## src/rtl/tri_fork_join_pkg.sv

```systemverilog
// Shared types for the triangle fork/join dispatcher: FSM states, joined result record, stats width.
// Default result widths match the top-level parameter defaults.
package tri_fork_join_pkg;

   localparam int STAT_WIDTH      = 16;
   localparam int DEF_TRI_ID_WIDTH = 11;
   localparam int DEF_GEO_WIDTH    = 168;
   localparam int DEF_COLOR_WIDTH  = 16;

   typedef enum logic {
      ST_IDLE = 1'b0,
      ST_WAIT = 1'b1
   } state_t;

   typedef struct packed {
      logic [DEF_TRI_ID_WIDTH-1:0] tri_id;
      logic [DEF_GEO_WIDTH-1:0]    geo;
      logic [DEF_COLOR_WIDTH-1:0]  color;
   } tri_result_t;

   function automatic logic [STAT_WIDTH-1:0] sat_inc(input logic [STAT_WIDTH-1:0] v);
      return (&v) ? v : v + STAT_WIDTH'(1);
   endfunction

endpackage

```

## src/rtl/tri_fork_join_out_fifo.sv

```systemverilog
// Synchronous FIFO of joined results, one-cycle push-to-visible, head held until popped.
// Head reads as zero while empty; a pop of an empty FIFO is ignored.
module tri_out_fifo
   import tri_fork_join_pkg::*;
#(
   parameter type T     = tri_result_t,
   parameter int  DEPTH = 4
) (
   input  logic                     clk,
   input  logic                     rst,
   input  logic                     push,
   input  T                         push_data,
   input  logic                     pop,
   output T                         head,
   output logic                     not_empty,
   output logic [$clog2(DEPTH):0]   count
);

   localparam int PW = $clog2(DEPTH);
   localparam int CW = PW + 1;

   T              mem [DEPTH];
   logic [PW-1:0] wr_ptr;
   logic [PW-1:0] rd_ptr;
   logic          do_pop;

   assign not_empty = (count != '0);
   assign do_pop    = pop && not_empty;
   assign head      = not_empty ? mem[rd_ptr] : '0;

   always_ff @(posedge clk) begin
      if (push) begin
         mem[wr_ptr] <= push_data;
      end
   end

   // DEPTH is a power of two, so pointer overflow is the wrap.
   always_ff @(posedge clk) begin
      if (rst) begin
         wr_ptr <= '0;
         rd_ptr <= '0;
         count  <= '0;
      end else begin
         if (push) begin
            wr_ptr <= wr_ptr + PW'(1);
         end
         if (do_pop) begin
            rd_ptr <= rd_ptr + PW'(1);
         end
         case ({push, do_pop})
            2'b10:   count <= count + CW'(1);
            2'b01:   count <= count - CW'(1);
            default: count <= count;
         endcase
      end
   end

endmodule

```

## src/rtl/tri_fork_join.sv

```systemverilog
// Forks each triangle to geometry and shade engines, joins results into an output FIFO; cull or watchdog aborts.
// Start pulses one cycle after accept; ready_out only in IDLE with FIFO space. Optional stats ports: TRI_FORK_JOIN_STATS_EN.
module tri_fork_join
   import tri_fork_join_pkg::*;
#(
   parameter int TRI_ID_WIDTH   = 11,
   parameter int GEO_WIDTH      = 168,
   parameter int COLOR_WIDTH    = 16,
   parameter int OUT_DEPTH      = 4,
   parameter int TIMEOUT_CYCLES = 255
) (
   input  logic                    clk_in,
   input  logic                    rst_in,
   input  logic                    valid_in,
   output logic                    ready_out,
   input  logic [TRI_ID_WIDTH-1:0] tri_id_in,
   output logic                    geo_start_out,
   output logic                    shade_start_out,
   output logic                    abort_out,
   input  logic                    geo_valid_in,
   input  logic [GEO_WIDTH-1:0]    geo_data_in,
   input  logic                    geo_cull_in,
   input  logic                    shade_valid_in,
   input  logic [COLOR_WIDTH-1:0]  shade_data_in,
   input  logic                    shade_cull_in,
   output logic                    valid_out,
   input  logic                    ready_in,
   output logic [TRI_ID_WIDTH-1:0] tri_id_out,
   output logic [GEO_WIDTH-1:0]    geo_out,
`ifdef TRI_FORK_JOIN_STATS_EN
   output logic [STAT_WIDTH-1:0]   accepted_count_out,
   output logic [STAT_WIDTH-1:0]   cull_count_out,
   output logic [STAT_WIDTH-1:0]   timeout_count_out,
`endif
   output logic [COLOR_WIDTH-1:0]  color_out
);

   typedef struct packed {
      logic [TRI_ID_WIDTH-1:0] tri_id;
      logic [GEO_WIDTH-1:0]    geo;
      logic [COLOR_WIDTH-1:0]  color;
   } result_t;

   localparam int CNT_W = $clog2(OUT_DEPTH) + 1;
   localparam int WD_W  = (TIMEOUT_CYCLES < 2) ? 1 : $clog2(TIMEOUT_CYCLES + 1);
   localparam logic [CNT_W-1:0] FULL_CNT = CNT_W'(OUT_DEPTH);
   localparam logic [WD_W-1:0]  WD_LIMIT = WD_W'(TIMEOUT_CYCLES);

   state_t                  state;
   logic [TRI_ID_WIDTH-1:0] id_q;
   logic [GEO_WIDTH-1:0]    geo_q;
   logic [COLOR_WIDTH-1:0]  color_q;
   logic                    geo_done;
   logic                    shade_done;
   logic [WD_W-1:0]         wdog;

   logic [CNT_W-1:0]        out_count;
   logic                    fifo_vld;
   result_t                 push_data;
   result_t                 head;

   logic accept;
   logic in_wait;
   logic geo_cap;
   logic shade_cap;
   logic cull;
   logic join_now;
   logic timeout;

   assign ready_out = (state == ST_IDLE) && !rst_in && (out_count < FULL_CNT);
   assign accept    = valid_in && ready_out;
   assign in_wait   = (state == ST_WAIT);
   assign geo_cap   = in_wait && geo_valid_in && !geo_done;
   assign shade_cap = in_wait && shade_valid_in && !shade_done;
   assign cull      = in_wait && (geo_cull_in || shade_cull_in);

   // Results arriving this cycle count toward the join, but a cull in the same cycle overrides it.
   assign join_now  = in_wait && !cull
                      && (geo_done || geo_valid_in)
                      && (shade_done || shade_valid_in);
   assign timeout   = (TIMEOUT_CYCLES != 0) && in_wait && !cull && !join_now
                      && (wdog == WD_LIMIT);

   assign push_data.tri_id = id_q;
   assign push_data.geo    = geo_cap   ? geo_data_in   : geo_q;
   assign push_data.color  = shade_cap ? shade_data_in : color_q;

   always_ff @(posedge clk_in) begin
      if (rst_in) begin
         state           <= ST_IDLE;
         geo_start_out   <= 1'b0;
         shade_start_out <= 1'b0;
         abort_out       <= 1'b0;
         id_q            <= '0;
         geo_q           <= '0;
         color_q         <= '0;
         geo_done        <= 1'b0;
         shade_done      <= 1'b0;
         wdog            <= '0;
      end else begin
         geo_start_out   <= 1'b0;
         shade_start_out <= 1'b0;
         abort_out       <= 1'b0;
         case (state)
            ST_IDLE: begin
               if (accept) begin
                  id_q            <= tri_id_in;
                  geo_done        <= 1'b0;
                  shade_done      <= 1'b0;
                  wdog            <= '0;
                  geo_start_out   <= 1'b1;
                  shade_start_out <= 1'b1;
                  state           <= ST_WAIT;
               end
            end
            ST_WAIT: begin
               if (cull || timeout) begin
                  abort_out  <= 1'b1;
                  geo_done   <= 1'b0;
                  shade_done <= 1'b0;
                  state      <= ST_IDLE;
               end else if (join_now) begin
                  geo_done   <= 1'b0;
                  shade_done <= 1'b0;
                  state      <= ST_IDLE;
               end else begin
                  if (geo_cap) begin
                     geo_q    <= geo_data_in;
                     geo_done <= 1'b1;
                  end
                  if (shade_cap) begin
                     color_q    <= shade_data_in;
                     shade_done <= 1'b1;
                  end
                  wdog <= wdog + WD_W'(1);
               end
            end
            default: state <= ST_IDLE;
         endcase
      end
   end

   tri_out_fifo #(
      .T     (result_t),
      .DEPTH (OUT_DEPTH)
   ) u_fifo (
      .clk       (clk_in),
      .rst       (rst_in),
      .push      (join_now),
      .push_data (push_data),
      .pop       (ready_in),
      .head      (head),
      .not_empty (fifo_vld),
      .count     (out_count)
   );

   assign valid_out  = fifo_vld;
   assign tri_id_out = head.tri_id;
   assign geo_out    = head.geo;
   assign color_out  = head.color;

`ifdef TRI_FORK_JOIN_STATS_EN
   always_ff @(posedge clk_in) begin
      if (rst_in) begin
         accepted_count_out <= '0;
         cull_count_out     <= '0;
         timeout_count_out  <= '0;
      end else begin
         if (accept) begin
            accepted_count_out <= sat_inc(accepted_count_out);
         end
         if (cull) begin
            cull_count_out <= sat_inc(cull_count_out);
         end
         if (timeout) begin
            timeout_count_out <= sat_inc(timeout_count_out);
         end
      end
   end
`endif

endmodule

```

## config.mk

```make
export PLATFORM = sky130hd
export DESIGN_NAME = tri_fork_join
export DESIGN_NICKNAME = d
export VERILOG_FILES = /design/src/rtl/tri_fork_join_pkg.sv /design/src/rtl/tri_fork_join_out_fifo.sv /design/src/rtl/tri_fork_join.sv
export SDC_FILE = /design/constraint.sdc
export NUM_CORES = 1
export LEC_CHECK = 0
export ABC_AREA = 1
export BUFFER_PORTS_ARGS = -buffer_cell sky130_fd_sc_hd__buf_4
export CAP_MARGIN = 20
export CORE_ASPECT_RATIO = 1.75
export CORE_MARGIN = 2
export CORE_UTILIZATION = 25
export CTS_BUF_LIST = sky130_fd_sc_hd__clkbuf_2
export CTS_CLUSTER_DIAMETER = 200
export DETAILED_ROUTE_END_ITERATION = 8
export SETUP_SLACK_MARGIN = 0.3
export SLEW_MARGIN = 0
export SYNTH_ARGS = -nofsm -noshare
export SYNTH_HDL_FRONTEND = slang
export SYNTH_HIERARCHICAL = 1
export SYNTH_SLANG_ARGS = --single-unit
```

## constraint.sdc

```tcl
create_clock -name clk_in -period 6.2 [get_ports clk_in]
set_input_delay 0 -clock clk_in [delete_from_list [all_inputs] [get_ports clk_in]]
set_output_delay 0 -clock clk_in [all_outputs]
set_load 0.005 [all_outputs]
```

==> impl_results.md <==
- Register area: about 0.028 sq mm
- Placed insts: 6462
- Peak fanout along the critical path: 95
- Initial cell density of the core: 0.2516
- DRT iter0 DRCs: around 1800
- Total Routed Length: around 120000 microns
- CP startpoint kind: flop
- Min-Delay Path Depth: 7
- Critical Path End Type: output port
- Hold EP: geo_q[56]
- Share of the synthesized area in the top cell type: 0.5718
- Setup Buffers After CTS: 0
- Logic pwr share: 0.187
- Yosys cell types: 28
- Sw Ratio: 0.2985
- Cell Int Power: between 10 and 15 mW
- Net switching power: 4.276 mW
- Worst R2R End: id_q[1]
- Nets: 5321
- Clk_skew: about 0.21 ns
- Drt first pass iters: 7
- Part of the cycle the worst path needs: 0.7521
- Synth area leader: edfxtp_1
- Slew HR: 0.2115
- Ys Warns: 6
- GRT Overall Usage: 0.1401
- Worst-Margin Slew: 1.183 ns
- Post-detailed-route wirelength per cell: 16.14 microns
- Num CTS Buffers: 232
- Max Freq: 214.5 MHz
- Syn Nets: 4322
- DR vias: 32799
- Pwr Total: approximately 14 mW
- DRC: 0
- Worst-skew pair later-pin latency: 1.51 ns
- Sequential area share after synthesis: 0.6779
- Ports: 403
- RSZ-0062 raised after global routing: false
- Post-Syn Area per Cell: 9.962 sq um
- Final core occ: 0.3320
- Outcome: finished clean
- FILL cells: 16381
- Seq cells post-synth: 997
- Cell area after synthesis: 0.04096 sq mm
- H-tree depth: 4
- Pin count of the biggest net entering global routing: 171
- CTS tree: done
- Clk sinks: 997
- Setup_tns: 0 ns
- CP arrival: 4.66 ns
- Clock buffer depth: 4
- Post-Syn Instances: 4112
- Die X: 310.0 microns
- Initial antenna violation count: 14
- Clock network power share: 0.309
- IO buf count: approximately 400
- Resized cells post-CTS: 0
- CORE AREA: 0.1628 sq mm
- Min cycle time layout: about 4.7 ns
- Dpl hpwl: 61390 microns
- Final ANT Viol Nets: 0
- Worst hold start: geo_data_in[56]
- P&R area growth vs syn: 31.99%
- Gr ovfl total: 0
- First-pass GRT wire length: 182100 microns
- Gpl congestion: 0.7538
- WS Path Type: reg2out
- CTS Root Buffer Type: clkbuf_2
- Fin cells: 7494
- Multi-input gate area in the final layout: between 0.01 and 0.015 sq mm
- Top cells by area, synth: edfxtp_1, nand2_1, dfxtp_1
- Final Setup Violations: 0
- # rows: 196
- Worst hold path class: in2reg
- Die height: around 540 microns
- Final hold vios: 0
- Fin. max-slew vios: 0
- Flop pwr share: 0.505
- # hold bufs at CTS: between 500 and 600
- VDD IR max: 0.2170 mV
- Die area: 0.1672 sq mm
- Vias in the first global route: around 33000
- Worst setup margin: 1.537 ns
- Reg-to-Reg Start: in_wait
- Worst R2R Path Depth: 9
- P per Cell Area: 265.0 mW/mm^2
- Pre-CTS setup slack: 2.437 ns
- Pleak: 21.33 nW
- Layout cells sized above 1: 0.1536
- Max-Cap Viols: 0
- Drt via density: 4.377
- Worst EP required: 6.20 ns
- Clock Pin Slew Worst Setup and Hold Paths: 0.10 ns
- Worst R2R Setup Slack: ~2.6 ns
## layout by cell type (no fill, tap or decap), drive strengths merged
| cell type | n |
|---|---|
| buf | 432 |
| nand2 | 1436 |
| nor3 | 2 |
| xor2 | 2 |
| bufinv | 7 |
| clkinv | 87 |
| fa | 1 |
| a21oi | 393 |
| dlygate4sd3 | 589 |
| nand4 | 3 |
| inv | 203 |
| clkinvlp | 3 |
| o21ai | 371 |
| edfxtp | 780 |
| nor2 | 412 |
| clkbuf | 334 |
| ha | 6 |
| nand3 | 28 |
| diode | 9 |
| dfxtp | 217 |
| a22oi | 1 |
## logic make-up after synthesis
logic type | Yosys count | share of synthesized area
DFF | 997 | 0.6779
buffers and inverters | 460 | 0.05147
adders and majority gates | 7 | 0.002321
AOI/OAI and AO/OA | 765 | 0.09353
and+or+nand+nor | 1881 | 0.1744
xor gates and xnor gates | 2 | 0.0004277
## worst max-delay path, cell delays in order (launching register included)
cell and delay [ns]:
dfxtp_4 0.66, buf_4 0.68, buf_4 0.93, nor2_1 0.11, nor2_1 0.11, o21ai_0 0.09
a21oi_1 0.38, buf_4 0.19
## final cells by class
type	instances	share of cell area
diodes	9	0.0004166
well taps	2178	0.05040
clock buffers	333	0.03083
clock inverters	97	0.01122
inverters	203	0.01530
multi-input cells	2655	0.2051
flip-flops and latches	997	0.5136
repair buffers	1022	0.1731
## worst max path at each step
stage                        to  cells past startpoint
6_report            geo_out[32]                      7
3_3_place_gp         geo_q[131]                      9
2_1_floorplan  u_fifo/mem[0][0]                      5
5_1_grt             geo_out[48]                      7
3_5_place_dp         geo_q[125]                      9
4_1_cts             geo_out[48]                      7
## sequential cells by signal, indices dropped and copies added (netlist names), named ones only
register / count
u_fifo/mem: 780
geo_q: 168
color_q: 16
id_q: 11
wdog: 8
u_fifo/count: 3
u_fifo/rd_ptr: 2
u_fifo/wr_ptr: 2
abort_out: 1
geo_done: 1
in_wait: 1
shade_done: 1
shade_start_out: 1
## per-layer routing
layer / share of wire / global-route usage / vias up
li1: - / - / 15792
met1: 0.40 / 0.1570 / 15617
met2: 0.50 / 0.2470 / 1059
met3: 0.064 / 0.03094 / 321
met4: 0.040 / 0.07115 / 10
met5: 0.00045 / 0 / -
## cells in the mapped netlist
master	n
clkbuf_1	83
ha_1	6
o21ai_1	34
o21ai_0	337
inv_2	5
nand3_2	1
nor2_2	1
buf_4	32
clkbuf_2	1
buf_2	124
edfxtp_1	780
nor2_1	411
inv_1	196
xor2_1	2
nand3_4	1
buf_6	14
nand4_1	2
clkinv_1	2
nand4_4	1
a21oi_1	393
a22oi_1	1
fa_1	1
nand2_2	1
nand3_1	26
buf_1	3
nand2_1	1435
dfxtp_1	217
nor3_1	2
## power groups by stage
stage,Sequential [mW],Combinational [mW],Clock [mW]
after floorplan,7.36,1.17,0
after global placement,7.38,2.38,0
after detailed placement,7.38,2.39,0
after CTS,7.23,2.70,4.64
after global routing,7.24,2.92,4.96
final,7.23,2.68,4.42
## stage by stage
stage          instance area, sq um  hold slack (ns)
6_report                      54070           0.2969
3_3_place_gp                  45790           0.2205
3_5_place_dp                  45790           0.2217
4_1_cts                       54040         0.001351
2_1_floorplan                 40960          0.04164
5_1_grt                       54060          0.09392
Power figures use the tool's default switching activity.
